--- config.mk ---
export PLATFORM = sky130hd
export DESIGN_NAME = ntt_loader
export DESIGN_NICKNAME = d
export VERILOG_FILES = /design/src/rtl/ntt_loader.sv
export SDC_FILE = /design/constraint.sdc
export NUM_CORES = 1
export LEC_CHECK = 0
export BUFFER_PORTS_ARGS = -buffer_cell sky130_fd_sc_hd__buf_2
export CAP_MARGIN = 20
export CORE_UTILIZATION = 48
export CTS_BUF_LIST = sky130_fd_sc_hd__clkbuf_2
export CTS_CLUSTER_SIZE = 40
export DETAILED_ROUTE_END_ITERATION = 8
export PLACE_DENSITY_LB_ADDON = 0.25
export SYNTH_ARGS = -nofsm -noshare
export SYNTH_HDL_FRONTEND = slang
export SYNTH_SLANG_ARGS = --single-unit
export TNS_END_PERCENT = 50
--- constraint.sdc ---
create_clock -name clk -period 1.78 [get_ports clk]
set_input_delay 0.356 -clock clk [delete_from_list [all_inputs] [get_ports clk]]
set_output_delay 0.356 -clock clk [all_outputs]
set_load 0.005 [all_outputs]
--- src/rtl/ntt_loader.sv ---
// ntt_loader: gathers an N-coefficient frame plus its modulus and root of unity,
// then holds the frame for the NTT stage until it is consumed.
module ntt_loader #(
    parameter int N  = 8,
    parameter int CW = 4
) (
    input  logic          clk,
    input  logic          rst,
    input  logic          clr,
    input  logic          in_valid,
    output logic          in_ready,
    input  logic [0:CW-1] in_coef,
    input  logic [0:7]    in_q,
    input  logic [0:4]    in_w,
    output logic          out_valid,
    input  logic          out_ready,
    output logic [0:CW-1] a1,
    output logic [0:CW-1] a2,
    output logic [0:CW-1] a3,
    output logic [0:CW-1] a4,
    output logic [0:CW-1] a5,
    output logic [0:CW-1] a6,
    output logic [0:CW-1] a7,
    output logic [0:CW-1] a8,
    output logic [0:7]    q,
    output logic [0:4]    w,
    output logic          range_err,
    output logic          q_err,
    output logic [0:2]    fill
);
    typedef enum logic [1:0] {IDLE, FILL, FULL} state_t;

    state_t        state_q, state_d;
    logic [0:2]    fill_q, fill_d;
    logic [0:7]    q_q, q_d;
    logic [0:4]    w_q, w_d;
    logic          rerr_q, rerr_d;
    logic          qerr_q, qerr_d;
    logic [0:CW-1] coef_q [N];
    logic [0:CW-1] coef_d [N];
    logic [0:7]    coef_ext;
    logic          accept;
    logic          last;

    assign coef_ext  = 8'(in_coef);
    assign in_ready  = state_q != FULL;
    assign out_valid = state_q == FULL;
    assign accept    = in_valid && in_ready && !clr;
    assign last      = fill_q == 3'(N - 1);

    always_comb begin
        state_d = state_q;
        fill_d  = fill_q;
        q_d     = q_q;
        w_d     = w_q;
        rerr_d  = rerr_q;
        qerr_d  = 1'b0;
        coef_d  = coef_q;
        if (clr) begin
            state_d = IDLE;
            fill_d  = '0;
            rerr_d  = 1'b0;
        end else if (state_q == IDLE && accept) begin
            // a modulus below 2 cannot define a ring, so the frame start is refused
            if (in_q < 8'd2) begin
                qerr_d = 1'b1;
            end else begin
                coef_d[0] = in_coef;
                q_d       = in_q;
                w_d       = in_w;
                fill_d    = 3'd1;
                rerr_d    = coef_ext >= in_q;
                state_d   = FILL;
            end
        end else if (state_q == FILL && accept) begin
            coef_d[fill_q] = in_coef;
            rerr_d         = rerr_q || (coef_ext >= q_q);
            state_d        = last ? FULL : FILL;
            fill_d         = last ? 3'd0 : fill_q + 3'd1;
        end else if (state_q == FULL && out_ready) begin
            state_d = IDLE;
        end
    end

    always_ff @(posedge clk or posedge rst) begin
        if (rst) begin
            state_q <= IDLE;
            fill_q  <= '0;
            q_q     <= '0;
            w_q     <= '0;
            rerr_q  <= 1'b0;
            qerr_q  <= 1'b0;
            coef_q  <= '{default: '0};
        end else begin
            state_q <= state_d;
            fill_q  <= fill_d;
            q_q     <= q_d;
            w_q     <= w_d;
            rerr_q  <= rerr_d;
            qerr_q  <= qerr_d;
            coef_q  <= coef_d;
        end
    end

    assign a1        = coef_q[0];
    assign a2        = coef_q[1];
    assign a3        = coef_q[2];
    assign a4        = coef_q[3];
    assign a5        = coef_q[4];
    assign a6        = coef_q[5];
    assign a7        = coef_q[6];
    assign a8        = coef_q[7];
    assign q         = q_q;
    assign w         = w_q;
    assign range_err = rerr_q;
    assign q_err     = qerr_q;
    assign fill      = fill_q;
endmodule

=== Yosys cells after proc, flatten, opt, wreduce, memory -nomap -nowiden ===
Index checks and enable logic that the tools add are counted.
W data, S select, Z words.

* Bitwise operators: 4
* Add/sub/neg operators: 1
* Reduce and logical (&&, ||, !) cells: 17
* Equal/unequal tests: 6
* Mux-type cells: 24
* Order comparisons: 5

{| class="wikitable"
|+ Operators by type and width
! kind !! count
|-
| $bwmux W32 || 1
|-
| $mux W32 || 1
|-
| $ge A4 B8 Y1 || 2
|-
| $mux W3 || 5
|-
| $demux W4 S3 || 1
|-
| $mux W2 || 6
|-
| $mux W4 || 3
|-
| $reduce_and A3 Y1 || 3
|-
| $lt A8 B2 Y1 const B || 1
|-
| $mux W1 || 7
|-
| $logic_and A1 B1 Y1 || 6
|-
| $ge A4 B4 Y1 const B || 1
|-
| $lt A4 B1 Y1 const B || 1
|-
| $ne A2 B2 Y1 const B || 2
|-
| $not A3 Y4 || 1
|-
| $reduce_and A2 Y1 || 2
|-
| $reduce_bool A4 Y1 || 1
|-
| $add A3 B1 Y3 const B || 1
|-
| $eq A3 B3 Y1 const B || 1
|-
| $ne A3 B3 Y1 const B || 1
|-
| $not A1 Y1 || 3
|-
| $reduce_bool A3 Y1 || 1
|-
| $eq A2 B1 Y1 const B || 1
|-
| $eq A2 B2 Y1 const B || 1
|-
| other kinds (4) || 4
|}

* Bits in registers: 52

=== Longest topological paths before layout ===
* Depth after elaboration: 8
* Gate-level depth with buffers: 7
* Gate-level depth less buffers: 6

=== Least setup slack after synthesis ===
No wires, ideal clock.

* Path type: in2reg
* From: input clr
* To: register coef_q (netlist bit a1[0])
* Stages: 6
* Setup slack: -95 ps
* Library setup time: 125 ps
* Arrival time: 1,751 ps
* Path buffers: 2
* Path through: buf_6 or3b_1 buf_6 a211oi_4 a21o_2 mux2_2

* Longest elaborated chain between the ends: 5
* Elaborated cells between the ends (all ways): 9
* Those cells by class: eq/ne: 1; mux: 1; bitwise: 1; reduce/logical: 6

{| class="wikitable"
|+ RTL lines
! element !! RTL line !! source
|-
| start, declared || 9 || <nowiki>input logic clr,</nowiki>
|-
| $logic_not A1 Y1 || 48 || <nowiki>assign accept = in_valid && in_ready && !clr;</nowiki>
|-
| $logic_and A1 B1 Y1 || 48 ||
|-
| $logic_and A1 B1 Y1 (on tied branches) || 63, 75 ||
|-
| $ne A2 B2 Y1 (no line) / $reduce_bool A2 Y1 (equally long branches) || -- ||
|-
| $reduce_and A3 Y1 (no line) || -- ||
|-
| end signal, assigned || 101 || <nowiki>coef_q <= coef_d;</nowiki>
|-
| end, declared || 39 || <nowiki>logic [0:CW-1] coef_q [N];</nowiki>
|}

Several ways; a longest one is shown, not always the timed one.
A chain may end at the register's enable or synchronous reset.

=== Worst setup path after layout ===
* From: register state_q[1]
* To: register w_q (netlist bit w[3])

* Longest elaborated chain between the ends: 5
* Elaborated cells between the ends (all ways): 6
* Those cells by class: eq/ne: 1; reduce/logical: 5

{| class="wikitable"
|+ RTL lines
! element !! RTL line !! source
|-
| start, declared || 33 || <nowiki>state_t state_q, state_d;</nowiki>
|-
| start signal, assigned || 95 || <nowiki>state_q <= state_d;</nowiki>
|-
| $ne A2 B2 Y1 || 46 || <nowiki>assign in_ready = state_q != FULL;</nowiki>
|-
| $logic_and A1 B1 Y1 (2 in series) || 48 ||
|-
| $logic_and A1 B1 Y1 * || 63 || <nowiki>end else if (state_q == IDLE && accept) begin</nowiki>
|-
| $reduce_and A3 Y1 (no line) * || -- ||
|-
| end signal, assigned || 98 || <nowiki>w_q <= w_d;</nowiki>
|-
| end, declared || 36 || <nowiki>logic [0:4] w_q, w_d;</nowiki>
|}

Mark *: on every way between the ends. The rest lies on a longest branch, timed or not.

==> reports/metrics.csv <==
stage;metric;value;unit
route;wl_per_cell;15.11;um
critical_path;crit_chain;or3b_4, a211oi_4, buf_6, mux2_2;
grt;grt_overflow;0;
yosys;yosys.area.top_type;dfrtp_1;
critical_path;crit_type;reg -> reg;
critical_path;critical-path-slowest-cell;dfrtp_1;
yosys;synth_top_area_frac;0.5462;
yosys;syn-cell-area;2382;um2
clocking;cts_htree_levels;2;
floorplan;fp.dieW;72.45;um
floorplan;core_area;4755;um2
critical_path;startpoint_type;register;
cells_and_area;diodes;0;
timing;worstMarginPinSlew;0.4992;ns
cells_and_area;synthToLayoutAreaGrowth;31.57;%
timing;rsz0062_at_grt;yes;
clocking;clk_latency;0.42;ns
flow_run;drv_cap;0;
route;vias;1842;
yosys;synthMuxAreaShare;0.1985;
power_and_ir_drop;peakVddDrop;410.7;uV
grt;grt_pass1_wl;8997;um
cells_and_area;postLayoutCoreUtil;0.6592;
yosys;synth-seq-cells;52;
yosys;synth-edff-count;0;
power_and_ir_drop;powerDensity;775.0;nW/um2
grt;track_usage;0.2280;
grt;antenna_found_initial;0;
floorplan;die-area;5249;um2
cells_and_area;final_area;3134;um2
placed_design;dpl_cell_area;2987;um2
yosys;synthAdderAreaFrac;0.05252;
yosys;yosysUniqueCellTypes;34;
placed_design;globalplace.congestion;0.7736;
critical_path;critPathRequiredTime;2.11;ns
clocking;cts_num_sinks;52;
yosys;yosys-top-cells-area;dfrtp_1, mux2_2, ha_1;
yosys;yosysWarnings;0;
clocking;root_buffer;clkbuf_2;
yosys;synth-simple-area-share;0.1108;
timing;fin_worst_skew;0.01591;ns
floorplan;ios;74;
cells_and_area;drive_gt1_frac;0.5552;
timing;timing.fmax;0.5705;GHz
critical_path;cp_max_fo;12;
outcome;status;finished clean;
floorplan;dieHeight;72.45;um
power_and_ir_drop;leakage;1.665;nW
yosys;ys_seq_area_frac;0.5462;
cells_and_area;finish.net_count;321;
clocking;cts-buffers-inserted;5;
grt;grt_max_degree;25;
yosys;synth_top_family_by_area;multiplexers;
yosys;synthXorXnorAreaFrac;0;
timing;setup_viol;0;
route;dr.pass1.iters;5;
timing;finalHoldViolCount;0;
route;route.detailed.drc;0;
timing;min_period;1.753;ns
critical_path;critPathMaxStageDelay;0.47;ns
timing;slew_violations;0;
critical_path;arrival;2.08;ns
yosys;synth-compound-area-share;0.05882;
route;wirelength;5394;um
clocking;path_clk_slew;0.24;ns
placed_design;place_hpwl;3942;um
timing;min_period_over_period;0.9848;
clocking;cts_buffer_depth;2;
critical_path;cp-end-kind;register;
route;drtIter0Drc;83;
route;viasPerCell;5.160;
yosys;yosys_most_used_dff;dfrtp_1;
yosys;ys_async_sr_fraction;1.000;
floorplan;start_util;0.5011;
clocking;cts_tree;built;
floorplan;rows;25;
yosys;avgSynthCellArea;12.88;um2
yosys;synth_nets;217;
yosys;synthCells;185;
min_path;holdCritPathClass;in -> reg;
route;antenna_left;0;
timing;fin_tns_setup;0;ns
cells_and_area;fillCellCount;401;
grt;grt_pass1_vias;1883;
placed_design;portBuffers;73;
timing;slew_headroom;0.6667;
## synthesized netlist by cell type (3+ instances only)
library cell / instances
dfrtp_1: 52
mux2_2: 42
inv_1: 11
ha_1: 10
nand2_1: 8
nor2_1: 7
o21ai_0: 7
nand2b_1: 5
nor3_1: 5
a21oi_1: 4
nor3b_1: 4
buf_6: 3
## worst max-delay path, delay by kind of cell (launching register included)
family | cells | cell delay [ns]
and+or+nand+nor | 1 | 0.44
DFF | 1 | 0.47
AOI/OAI and AO/OA | 1 | 0.20
muxes | 1 | 0.34
buffers and inverters | 1 | 0.20
## final timing paths
path | to | slack, ns | from | cells after the start
min | w[0] | 0.15 | in_w[0] | 2
max | w[3] | 0.03 | state_q[1] | 4
min in group asynchronous | fill[1] | 0.46 | rst | 3
max in group asynchronous | a1[2] | 0.82 | rst | 4
max reg2reg | w[3] | 0.03 | state_q[1] | 4
min reg2reg | w[4] | 0.53 | w[4] | 1
## registers in the layout (all words and copies together), names as in the netlist
| signal | count |
|---|---|
| a1 | 4 |
| a2 | 4 |
| a3 | 4 |
| a4 | 4 |
| a5 | 4 |
| a6 | 4 |
| a7 | 4 |
| a8 | 4 |
| fill | 3 |
| q | 8 |
| q_err | 1 |
| range_err | 1 |
| state_q | 2 |
| w | 5 |
## per-layer routing
metal  vias up  track usage  share of wire
met4         0      0.09150          0.016
met3         9      0.03750          0.054
met1       909       0.2985           0.43
li1        871            -              -
met2        53       0.3790           0.50
met5         -            0              0
## stage by stage
stage | setup slack, ns | std cells | hold WS, ns | total power, mW
after global placement | -0.09419 | 345 | 0.4086 | 1.842
after CTS | 0.01110 | 355 | 0.1286 | 2.445
after floorplan | -0.09543 | 185 | 0.4728 | 1.616
after detailed placement | -0.1471 | 345 | 0.4137 | 1.859
after global routing | -0.08452 | 357 | 0.1332 | 2.555
final | 0.02706 | 357 | 0.1466 | 2.429
## logic make-up after synthesis
logic type | count (synthesis)
DFF | 52
and+or+nand+nor | 46
muxes | 42
AOI/OAI and AO/OA | 20
buffers and inverters | 15
adders and majority gates | 10
## layout make-up
class / count / area, um2 / share of cell area
tap: 67 / 83.83 / 0.02675
clock buffer: 5 / 25.02 / 0.007984
clock inverter: 3 / 37.54 / 0.01198
multi-input combinational: 118 / 1046 / 0.3337
inverter: 11 / 41.29 / 0.01317
timing repair buffer: 101 / 598.1 / 0.1908
sequential: 52 / 1303 / 0.4156
## power by group
group	total [mW]	switching (mW)	internal [mW]
clock	0.579	0.350	0.229
combinational	0.474	0.217	0.257
sequential	1.38	0.0738	1.30
total	2.43	0.641	1.79
## placed cells by master, fill, tap and decap left out, types with 2 or more instances in the layout
cell type  count
nor3b_2        2
nor3_1         4
nor3b_1        2
mux2_2        42
nand2_1        8
ha_1          10
nand2b_1       5
o21ai_0        7
a31oi_1        2
buf_4         24
nand3b_1       2
nand4b_1       2
nor2_1         6
clkbuf_2       5
inv_1         10
nor3_4         2
buf_6          2
buf_2         73
a21oi_1        4
dfrtp_1       51
clkinv_1       2
nor4_1         2
## repair_timing
action | CTS | global route
endpoints found under the setup margin | 38 | 43
cloned | 0 | 0
pin swaps | 3 | 3
setup buffers | 1 | 2
hold buffers | 1 | 0
gates resized for setup | 4 | 8
hold endpoints to repair | 20 | 0
Power figures use the tool's default switching activity.
